`src/rtl/jt900h_intseq_pkg.sv`:
```
// Shared definitions for the JT900H interrupt entry sequencer:
// state encoding, default vector table base and the IFF update rule.
package jt900h_intseq_pkg;

   typedef enum logic [2:0] {
      ST_IDLE    = 3'd0,
      ST_PUSH_PC = 3'd1,
      ST_PUSH_SR = 3'd2,
      ST_SET_IFF = 3'd3,
      ST_RD_VEC  = 3'd4
   } state_t;

   localparam logic [23:0] VECBASE_DEF = 24'hFFFF00;

   // Level 7 is non-maskable, so it cannot raise the mask any further.
   function automatic logic [2:0] iff_next(input logic [2:0] lvl);
      return (lvl == 3'd7) ? 3'd7 : lvl + 3'd1;
   endfunction

endpackage

```
`src/rtl/jt900h_intseq_if.sv`:
```
// Memory-controller access channel used by the interrupt sequencer.
interface jt900h_intseq_if;
   logic        bus_req;
   logic        bus_we;
   logic        bus_ws;
   logic [23:0] bus_addr;
   logic [31:0] bus_dout;
   logic [31:0] bus_din;
   logic        bus_ack;

   modport master (
      output bus_req, bus_we, bus_ws, bus_addr, bus_dout,
      input  bus_din, bus_ack
   );

   modport slave (
      input  bus_req, bus_we, bus_ws, bus_addr, bus_dout,
      output bus_din, bus_ack
   );
endinterface

```
`src/rtl/jt900h_intseq.sv`:
```
// Interrupt entry sequencer: accepts an interrupt at an instruction boundary,
// pushes PC and SR on XSP, raises IFF, fetches the vector and loads PC.
module jt900h_intseq
   import jt900h_intseq_pkg::*;
#(
   parameter logic [23:0] VECBASE = VECBASE_DEF
) (
   input  logic                   clk,
   input  logic                   rst_n,
   input  logic                   cen,
   input  logic [2:0]             int_lvl,
   input  logic [5:0]             int_vec,
   input  logic                   insn_end,
   input  logic [2:0]             imask,
   input  logic [31:0]            xsp,
   input  logic [23:0]            pc,
   input  logic [15:0]            sr,
   output logic                   busy,
   output logic                   int_ack,
   output logic [5:0]             ack_vec,
   jt900h_intseq_if.master        bus,
   output logic                   xsp_we,
   output logic [31:0]            xsp_nx,
   output logic                   pc_we,
   output logic [23:0]            pc_nx,
   output logic                   iff_we,
   output logic [2:0]             iff_nx
);

   state_t      state, state_nx;
   logic [2:0]  lvl_r;
   logic [5:0]  vec_r;
   logic        accept;
   logic [31:0] xsp_m4, xsp_m2;
   logic        unused_din;

   assign xsp_m4     = xsp - 32'd4;
   assign xsp_m2     = xsp - 32'd2;
   assign unused_din = ^bus.bus_din[31:24];

   // rst_n is included so no request can be acknowledged while reset is held.
   assign accept = rst_n && cen && insn_end && (int_lvl != 3'd0) &&
                   ((int_lvl >= imask) || (int_lvl == 3'd7));

   always_ff @(posedge clk or negedge rst_n) begin
      if (!rst_n) begin
         state <= ST_IDLE;
         lvl_r <= 3'd0;
         vec_r <= 6'd0;
      end else if (cen) begin
         state <= state_nx;
         if (int_ack) begin
            lvl_r <= int_lvl;
            vec_r <= int_vec;
         end
      end
   end

   always_comb begin
      state_nx     = state;
      busy         = (state != ST_IDLE);
      int_ack      = 1'b0;
      ack_vec      = 6'd0;
      bus.bus_req  = 1'b0;
      bus.bus_we   = 1'b0;
      bus.bus_ws   = 1'b0;
      bus.bus_addr = 24'd0;
      bus.bus_dout = 32'd0;
      xsp_we       = 1'b0;
      xsp_nx       = 32'd0;
      pc_we        = 1'b0;
      pc_nx        = 24'd0;
      iff_we       = 1'b0;
      iff_nx       = 3'd0;
      case (state)
         ST_IDLE: begin
            if (accept) begin
               int_ack  = 1'b1;
               ack_vec  = int_vec;
               busy     = 1'b1;
               state_nx = ST_PUSH_PC;
            end
         end
         ST_PUSH_PC: begin
            bus.bus_req  = 1'b1;
            bus.bus_we   = 1'b1;
            bus.bus_addr = xsp_m4[23:0];
            bus.bus_dout = {8'd0, pc};
            if (cen && bus.bus_ack) begin
               xsp_we   = 1'b1;
               xsp_nx   = xsp_m4;
               state_nx = ST_PUSH_SR;
            end
         end
         // XSP input already reflects the PC push by the time we get here.
         ST_PUSH_SR: begin
            bus.bus_req  = 1'b1;
            bus.bus_we   = 1'b1;
            bus.bus_ws   = 1'b1;
            bus.bus_addr = xsp_m2[23:0];
            bus.bus_dout = {16'd0, sr};
            if (cen && bus.bus_ack) begin
               xsp_we   = 1'b1;
               xsp_nx   = xsp_m2;
               state_nx = ST_SET_IFF;
            end
         end
         ST_SET_IFF: begin
            iff_we = cen;
            iff_nx = iff_next(lvl_r);
            if (cen) state_nx = ST_RD_VEC;
         end
         ST_RD_VEC: begin
            bus.bus_req  = 1'b1;
            bus.bus_addr = VECBASE | {16'd0, vec_r, 2'b00};
            if (cen && bus.bus_ack) begin
               pc_we    = 1'b1;
               pc_nx    = bus.bus_din[23:0];
               state_nx = ST_IDLE;
            end
         end
         default: state_nx = ST_IDLE;
      endcase
   end

endmodule

```
`src/flat_wrapper.sv`:
```
// flat-port wrapper written by rule: the top's interface ports become plain ports
module jt900h_intseq_flat import jt900h_intseq_pkg::*;
#(
   parameter logic [23:0] VECBASE = VECBASE_DEF
)
  (clk, rst_n, cen, int_lvl, int_vec, insn_end, imask, xsp, pc, sr, busy, int_ack, ack_vec, xsp_we, xsp_nx, pc_we, pc_nx, iff_we, iff_nx, bus_bus_req, bus_bus_we, bus_bus_ws, bus_bus_addr, bus_bus_dout, bus_bus_din, bus_bus_ack);
  jt900h_intseq_if bus_i ();
  input  logic clk;
  input  logic rst_n;
  input  logic cen;
  input  logic [2:0] int_lvl;
  input  logic [5:0] int_vec;
  input  logic insn_end;
  input  logic [2:0] imask;
  input  logic [31:0] xsp;
  input  logic [23:0] pc;
  input  logic [15:0] sr;
  output logic busy;
  output logic int_ack;
  output logic [5:0] ack_vec;
  output logic xsp_we;
  output logic [31:0] xsp_nx;
  output logic pc_we;
  output logic [23:0] pc_nx;
  output logic iff_we;
  output logic [2:0] iff_nx;
  output wire logic [$bits(bus_i.bus_req)-1:0] bus_bus_req;
  output wire logic [$bits(bus_i.bus_we)-1:0] bus_bus_we;
  output wire logic [$bits(bus_i.bus_ws)-1:0] bus_bus_ws;
  output wire logic [$bits(bus_i.bus_addr)-1:0] bus_bus_addr;
  output wire logic [$bits(bus_i.bus_dout)-1:0] bus_bus_dout;
  input wire logic [$bits(bus_i.bus_din)-1:0] bus_bus_din;
  input wire logic [$bits(bus_i.bus_ack)-1:0] bus_bus_ack;
  assign bus_bus_req = bus_i.bus_req;
  assign bus_bus_we = bus_i.bus_we;
  assign bus_bus_ws = bus_i.bus_ws;
  assign bus_bus_addr = bus_i.bus_addr;
  assign bus_bus_dout = bus_i.bus_dout;
  assign bus_i.bus_din = bus_bus_din;
  assign bus_i.bus_ack = bus_bus_ack;
  jt900h_intseq #(.VECBASE(VECBASE)) u_core (.clk(clk), .rst_n(rst_n), .cen(cen), .int_lvl(int_lvl), .int_vec(int_vec), .insn_end(insn_end), .imask(imask), .xsp(xsp), .pc(pc), .sr(sr), .busy(busy), .int_ack(int_ack), .ack_vec(ack_vec), .bus(bus_i), .xsp_we(xsp_we), .xsp_nx(xsp_nx), .pc_we(pc_we), .pc_nx(pc_nx), .iff_we(iff_we), .iff_nx(iff_nx));
endmodule
```
`config.mk`:
```
export PLATFORM = sky130hd
export DESIGN_NAME = jt900h_intseq_flat
export DESIGN_NICKNAME = d
export VERILOG_FILES = /design/src/rtl/jt900h_intseq_pkg.sv /design/src/rtl/jt900h_intseq_if.sv /design/src/rtl/jt900h_intseq.sv /design/src/flat_wrapper.sv
export SDC_FILE = /design/constraint.sdc
export NUM_CORES = 1
export LEC_CHECK = 0
export BUFFER_PORTS_ARGS = -buffer_cell sky130_fd_sc_hd__buf_2
export CAP_MARGIN = 20
export CORE_AREA = 4 4 94 96
export CTS_CLUSTER_SIZE = 24
export DETAILED_ROUTE_END_ITERATION = 8
export DIE_AREA = 0 0 98 100
export MAX_ROUTING_LAYER = met4
export PLACE_DENSITY = 0.77
export SLEW_MARGIN = 20
export SYNTH_ARGS = -nofsm -noshare
export SYNTH_HDL_FRONTEND = slang
export SYNTH_SLANG_ARGS = --single-unit
```
`constraint.sdc`:
```
create_clock -name clk -period 3.1 [get_ports clk]
set_input_delay 0.31 -clock clk [delete_from_list [all_inputs] [get_ports clk]]
set_output_delay 0.31 -clock clk [all_outputs]
set_load 0.005 [all_outputs]
```
# Word level (Yosys, flattened, before mapping)
# Index checks and enable logic that the tools add are counted.
totals:
  regBits: 12
  input_bits: 121
  word_cells: 57
op_classes:
  n_addsub: 3
  n_lt_le_gt_ge: 1
  n_eq_ne: 10
  mux: 27
  n_reduce_logical: 13
op_table:
  columns: ["operator", "n"]
  rows:
  - ["$pmux W24 S3", 1]
  - ["$mux W32", 2]
  - ["$pmux W32 S2", 1]
  - ["$mux W24", 2]
  - ["$pmux W24 S2", 1]
  - ["$sub A32 B2 Y32 const B", 1]
  - ["$sub A32 B3 Y32 const B", 1]
  - ["$mux W3", 6]
  - ["$pmux W3 S5", 1]
  - ["$mux W6", 2]
  - ["$mux W1", 11]
  - ["$eq A3 B3 Y1 const B", 3]
  - ["$ne A2 B1 Y1 const B", 4]
  - ["$eq A3 B2 Y1 const B", 2]
  - ["$reduce_bool A3 Y1", 2]
  - ["$logic_and A1 B1 Y1", 5]
  - ["$reduce_and A5 Y1", 1]
  - ["$add A3 B1 Y3 const B", 1]
  - ["$eq A3 B1 Y1 const B", 1]
  - ["$ge A3 B3 Y1", 1]
  - ["$logic_not A3 Y1", 1]
  - ["$reduce_or A3 Y1", 1]
  - ["$reduce_and A2 Y1", 1]
  - ["$reduce_or A2 Y1", 1]
  - ["$logic_or A1 B1 Y1", 1]

# Longest topological paths before layout
# Gate-level depths: netlist (run 1).
depth:
  depth_word: 7
  mapped_depth: 10
  mapped_depth_nobuf: 7

# Least setup slack after synthesis (run 1)
# No wires, ideal clock.
synth_timing:
  path_kind: "in2out"
  startpoint: "input port xsp[3]"
  endpoint: "output port xsp_nx[24]"
  arrival_time_ns: 2.427
  path_slack_ns: 0.363
  path_stages: 10
  n_path_buf: 3
  cell_sequence: "clkbuf_1 > inv_1 > ha_1 > or3b_1 > buf_2 > nor4_4 > nand2b_2 > buf_6 > or4_1 > a21oi_1"
synth_between:
  elab_chain_len: 3
  elab_cells_between_ends: 5
synth_lines:
  columns: ["item", "line", "rtl"]
  rows:
  - ["start, declared", "flat_wrapper.sv:15", "input logic [31:0] xsp;"]
  - ["$sub A32 B2 Y32 or $sub A32 B3 Y32 (tied branches)", "jt900h_intseq.sv:38, jt900h_intseq.sv:37", null]
  - ["$mux W32 (on tied branches)", "jt900h_intseq.sv:102, jt900h_intseq.sv:89", null]
  - ["$pmux W32 S2 *", "jt900h_intseq.sv:75", "case (state)"]
  - ["end, declared", "flat_wrapper.sv:22", "output logic [31:0] xsp_nx;"]
# Mark *: on every way between the ends. The rest lies on a longest branch, timed or not.

# Final worst setup path (run 1)
layout_timing:
  startpoint: "register u_core.state[2]"
  endpoint: "output port bus_bus_addr[18]"
layout_between:
  elab_chain_len: 2
  elab_cells_between_ends: 4
layout_lines:
  columns: ["item", "line", "rtl"]
  rows:
  - ["start, declared", "jt900h_intseq.sv:30", "state_t state, state_nx;"]
  - ["start signal, assigned", "jt900h_intseq.sv:51", "state <= state_nx;"]
  - ["$eq A3 B3 Y1, or another cell as far along", "jt900h_intseq.sv:75", null]
  - ["$pmux W24 S3 *", "jt900h_intseq.sv:75", null]
  - ["end, declared", "flat_wrapper.sv:30", "output wire logic [$bits(bus_i.bus_addr)-1:0] bus_bus_addr;"]
# Marks and branches as above.

==> results.py, run 1 <==
metrics = {
    "layout": {
        "instances_no_fill": 766,
        "fill_cells": 838,
        "area_growth_pct": 44.12,
        "drive_gt1_share_pct": 41.82,
        "nNetsFinal": 790,
    },
    "outcome": {
        "status": "complete, no violations",
    },
    "logic_synthesis": {
        "syn-cell-area_um2": 2938,
        "ys_warn_count": 0,
        "synthCells": 443,
        "synthAdderAreaFrac_pct": 2.981,
        "avgSynthCellArea_um2": 6.632,
        "synthTopCellsByCount": "nor2_1, a21oi_1, nand2_1, clkbuf_1, and3_1",
        "ys_ff_latch": 12,
        "yosys.area.top_type": "dfrtp_1",
        "synth_edf_count": 0,
        "ys_seq_area_share_pct": 10.22,
        "synth.area.top_cells": "dfrtp_1, a21oi_1, and3_1, nor2_1, a22o_1",
        "yosys.cell_count.top_type": "nor2_1",
        "synth_compound_area_share_pct": 30.41,
        "synth_cell_types": 64,
        "yosysTopAreaCellShare_pct": 10.22,
        "synthXorXnorAreaFrac_pct": 2.981,
        "synth_top_family_by_area": "simple AND/OR/NAND/NOR gates",
        "ys_async_sr_fraction_pct": 100.0,
        "synth.mux.area_fraction_pct": 3.450,
        "yosys.area_share.simple_pct": 40.55,
        "synth_ff_type": "dfrtp_1",
    },
    "global_route": {
        "grt_antenna_before_repair": 0,
        "grt_pass1_vias": 4202,
        "grt_max_degree": 34,
        "gr-usage-all-layers_pct": 26.37,
        "grt_pass1_wl_um": 20960,
        "grt-ovfl-total": 0,
    },
    "sta": {
        "period_minus_slack_ps": 2918,
        "fin_crit_sh_pct": 94.14,
        "relSlewSlack_pct": 31.63,
        "timing.final.hold_violations": 0,
        "timing.fmax_ghz": 0.3427,
        "rsz0062_at_grt": "false",
        "setup_viol": 0,
        "finClkSkew_ps": 0.7190,
        "worstMarginPinSlew_ps": 1022,
        "slew_violations": 0,
        "final.setup.tns_ps": 0,
    },
    "critical_path": {
        "required_ps": 2790,
        "endpoint_kind": "output pin",
        "arrival_ps": 2610,
        "cp_max_fo": 11,
        "start_kind": "flip-flop",
        "crit_type": "reg -> out",
    },
    "cts": {
        "clock_sinks": 12,
        "cts_tree": "done",
        "clkTransAtPathRegs_ps": 50,
        "clock_latency_ps": 230,
        "cts_made_buffers": 3,
        "clockRootBuffer": "clkbuf_8",
        "cts_max_level": 1,
        "clockBufferDepth": 2,
    },
    "floorplan": {
        "dieArea_um2": 9800,
        "die_w_um": 98,
        "pin_count": 250,
        "core_area_um2": 8051,
        "chipHeight_um": 100,
        "initial_core_util_pct": 36.49,
        "std_cell_rows": 33,
    },
    "detailed_routing": {
        "drt-pass1-iter-count": 5,
        "viasPerCell": 5.706,
        "wl_per_cell_um": 17.62,
        "routed_wl_um": 13490,
        "antenna_left": 0,
        "via_count": 4371,
        "drt_first_iter_violations": 270,
        "drc_errors": 0,
    },
    "placed_design": {
        "io_buffers": 233,
        "gp_congestion": 0.9500,
        "dp_hpwl_um": 10950,
        "dp.cells": 761,
    },
    "run": {
        "maxCapViolations": 0,
    },
    "worst_hold_path": {
        "worstHoldPathType": "in -> reg",
    },
    "power_and_ir_drop": {
        "vdd_drop_max_mv": 0.4787,
        "total_power_uw": 2355,
        "p_leak_uw": 0.002303,
        "power.density_nw_per_um2": 556.1,
    },
}
## registers in the layout, indices dropped and copies added, names as in the netlist
register and count:
u_core.vec_r 6, u_core.state 3, u_core.lvl_r 3
## cell families (layout without fill, tap and decap cells)
group / after synthesis / after routing
other: 1 / 9
muxes: 9 / 9
and+or+nand+nor: 210 / 210
buffers and inverters: 59 / 269
xor gates and xnor gates: 10 / 10
DFF: 12 / 12
AOI/OAI and AO/OA: 135 / 135
adders and majority gates: 7 / 7
## where the power goes
group          internal (µW)  leakage, µW  total, µW  switching [µW]
Clock                   85.4    0.0000216        140            54.2
Sequential               229     0.000151        322            93.1
Combinational            842      0.00213       1890            1050
Total                   1160      0.00230       2350            1200
## worst max-delay path, stage by stage (launching register included)
cell and delay, ps:
dfrtp_1 520, or3b_2 550, clkinv_1 210, nand2_1 180
or3_1 380, a41o_1 250, o21ai_0 140, buf_2 140
## final timing paths
path                            startpoint                to  slack [ps]  cells after the start
max                        u_core.state[2]  bus_bus_addr[18]         180                      7
min reg2reg                u_core.vec_r[1]   u_core.vec_r[1]         510                      1
max in group asynchronous            rst_n   u_core.state[0]        2360                      2
min                             int_vec[5]   u_core.vec_r[5]         320                      2
max reg2reg                u_core.state[2]   u_core.vec_r[0]         710                      5
min in group asynchronous            rst_n   u_core.lvl_r[2]         500                      2
## through the flow
stage / worst slack, ps / hold slack (ps) / instance area (µm²) / utilization (%)
floorplan: 363.5 / 14.41 / 2964 / -
global placement: 252.9 / 209.6 / 4178 / 51.89
detailed placement: 226.8 / 221.4 / 4178 / 51.89
CTS: 126.3 / 314.5 / 4229 / 52.53
global route: 38.15 / 325.0 / 4232 / 52.56
finish: 181.8 / 315.8 / 4234 / 52.59
## placed cells by master (no fill, tap or decap), types with 12 or more instances in the layout
cell	n
and3_1	27
o21ai_0	25
inv_1	14
dfrtp_1	12
and2_1	23
buf_2	233
buf_4	17
nor2_1	39
a22o_1	17
nand2_1	33
a21oi_1	36
nor3_1	16
## cell type report
cell class	instances	area (µm²)	area share [%]
Antenna cell	1	2.502	0.05910
Clock buffer	3	41.29	0.9752
Inverter	15	56.30	1.330
Multi-Input combinational cell	379	2399	56.65
Sequential cell	12	300.3	7.092
Tap cell	105	131.4	3.103
Timing Repair Buffer	251	1304	30.79
## timing repair
action / 4_1_cts / 5_1_grt
setup buffers: 0 / 0
endpoints found under the hold margin: 12 / 0
resized for setup: 0 / 1
hold buffers: 1 / 0
setup endpoints to repair: 0 / 2
## routing by layer
metal / global-route usage [%] / vias up / part of all wire (%)
li1: - / 2081 / -
met1: 35.04 / 2028 / 43
met2: 42.30 / 235 / 46
met3: 4.448 / 27 / 9.4
met4: 5.751 / 0 / 1.9
met5: - / - / 0
Note: power is estimated with default switching activity, not from simulation.
==> inputs of run 2 (changes only) <==
--- a/config.mk
+++ b/config.mk
@@ -7,12 +7,12 @@
 export LEC_CHECK = 0
 export BUFFER_PORTS_ARGS = -buffer_cell sky130_fd_sc_hd__buf_2
 export CAP_MARGIN = 20
-export CORE_AREA = 4 4 94 96
+export CORE_AREA = 4 4 101 84
 export CTS_CLUSTER_SIZE = 24
 export DETAILED_ROUTE_END_ITERATION = 8
-export DIE_AREA = 0 0 98 100
+export DIE_AREA = 0 0 105 88
 export MAX_ROUTING_LAYER = met4
-export PLACE_DENSITY = 0.77
+export PLACE_DENSITY = 0.82
 export SLEW_MARGIN = 20
 export SYNTH_ARGS = -nofsm -noshare
 export SYNTH_HDL_FRONTEND = slang
==> run 2 against run 1 <==
Count of clock-buffer cells in the layout grew 1; worst setup slack lost 53 ps; wire length grew 2.3%; critical endpoint is now xsp_nx[30]; utilization grew 4.8 points; clock skew grew 0.56 ps; total power grew 3.2%; clock power grew 24%.
==> results.py, run 2 (synthesis results as in run 1) <==
metrics = {
    "detailed_routing": {
        "wl_per_cell_um": 18.46,
        "antenna_left": 0,
        "via_count": 4487,
        "drc_errors": 0,
        "drt-pass1-iter-count": 6,
        "routed_wl_um": 13810,
        "drt_first_iter_violations": 486,
        "viasPerCell": 5.999,
    },
    "global_route": {
        "grt.busiest_layer": "met2",
        "grt_use_met1_pct": 33.27,
        "grt_max_degree": 34,
        "grt_pass1_vias": 4186,
        "grt_antenna_before_repair": 0,
        "use_met3_pct": 4.937,
        "gr-usage-all-layers_pct": 28.53,
        "globalRouteMet2Util_pct": 50.79,
        "grt-ovfl-total": 0,
        "grt_pass1_wl_um": 20910,
    },
    "placed_design": {
        "io_buffers": 233,
        "gp_congestion": 0.9592,
        "pre_cts_slack_ps": 160.7,
        "dp_hpwl_um": 11100,
    },
    "cts": {
        "cts_made_buffers": 3,
        "clockBufferDepth": 2,
        "clkTransAtPathRegs_ps": 50,
        "clock_latency_ps": 240,
        "clock_sinks": 12,
        "cts_tree": "done",
        "clockRootBuffer": "clkbuf_8",
        "cts_setup_buffers": 0,
        "cts_max_level": 1,
    },
    "outcome": {
        "status": "complete, no violations",
    },
    "floorplan": {
        "initial_core_util_pct": 39.93,
        "chipHeight_um": 88,
        "die_w_um": 105,
        "dieArea_um2": 9240,
        "pin_count": 250,
        "std_cell_rows": 28,
        "core_area_um2": 7357,
    },
    "sta": {
        "fin_crit_sh_pct": 95.85,
        "timing.final.hold_violations": 0,
        "slew_violations": 0,
        "worst_slack_ps": 128.8,
        "timing.fmax_ghz": 0.3366,
        "rsz0062_at_grt": "false",
        "final.setup.tns_ps": 0,
        "setup_viol": 0,
        "finClkSkew_ps": 1.274,
        "period_minus_slack_ps": 2971,
        "relSlewSlack_pct": 41.70,
        "worstMarginPinSlew_ps": 874.6,
    },
    "layout": {
        "nNetsFinal": 787,
        "area_growth_pct": 43.70,
        "final_cell_mix": "buf_2, nor2_1, a21oi_1, nand2_1, and3_1",
        "fin_util_pct": 57.38,
        "largest_register_ffs": 6,
        "reg_top3": "u_core.vec_r: 6 flops, u_core.lvl_r: 3 flops, u_core.state: 3 flops",
        "antenna_cells": 0,
        "final_common_cell": "buf_2",
        "top_register": "u_core.vec_r",
        "drive_gt1_share_pct": 41.95,
    },
    "power_and_ir_drop": {
        "total_power_uw": 2431,
        "p_leak_uw": 0.002299,
        "power.density_nw_per_um2": 575.8,
        "vdd_drop_max_mv": 0.3143,
    },
    "critical_path": {
        "arrival_ps": 2660,
        "crit_type": "in -> out",
        "endpoint_kind": "output pin",
        "r2r_cells": 5,
        "cp_max_fo": 11,
        "start_kind": "primary input",
        "required_ps": 2790,
    },
    "run": {
        "maxCapViolations": 0,
    },
    "worst_hold_path": {
        "worstHoldPathType": "in -> reg",
        "hold_path_depth": 2,
    },
}
-- run 2: cell count changes in the layout (fill, tap and decap cells not counted), sizes merged --
cell	change
buf	-3
diode	-1
clkbuf	+1
-- run 2: repair_timing --
action | CTS | global route
endpoints found under the hold margin | 12 | 0
resized for setup | 0 | 2
setup endpoints to repair | 0 | 3
hold buffers | 1 | 0
-- run 2: final cells by class --
cell class | count | area (µm²)
Clock buffer | 4 | 55.05
Fill cell | 733 | 3136
Inverter | 15 | 56.30
Tap cell | 90 | 112.6
Sequential cell | 12 | 301.5
Multi-Input combinational cell | 379 | 2402
Timing Repair Buffer | 248 | 1294
-- run 2: final timing paths --
| path | from | to | slack [ps] |
|---|---|---|---|
| hold / removal | int_vec[5] | u_core.vec_r[5] | 310 |
| hold reg to reg | u_core.vec_r[3] | u_core.vec_r[3] | 510 |
| max in group asynchronous | rst_n | u_core.state[1] | 2330 |
| setup reg to reg | u_core.state[2] | u_core.vec_r[4] | 1130 |
| min in group asynchronous | rst_n | u_core.lvl_r[1] | 500 |
| setup / recovery | xsp[3] | xsp_nx[30] | 130 |
-- run 2: per-stage QoR --
step,cell area (µm²),hold slack (ps),instances
floorplan,2964,14.41,450
global placement,4149,212.6,743
detailed placement,4149,225.9,743
CTS,4214,313.1,748
global route,4222,312.5,748
finish,4222,313.8,748
-- run 2: metal layers --
| layer | vias to the layer above | share of wire, % |
|---|---|---|
| met4 | 0 | 2.0 |
| met1 | 2091 | 38 |
| met2 | 299 | 50 |
| met3 | 27 | 9.7 |
| met5 | - | 0 |
| li1 | 2070 | - |
-- run 2: critical path, cell delays in order --
cell and delay, ps:
buf_2 150, inv_1 90, ha_1 200, or3b_1 490, nor4_4 400, nand2b_2 200
or4_1 530, a21oi_1 150, buf_2 130
-- run 2: power breakdown --
group	total [µW]	switching, µW	internal, µW
Sequential	307	76.4	230
Clock	173	60.9	112
Combinational	1950	1080	871
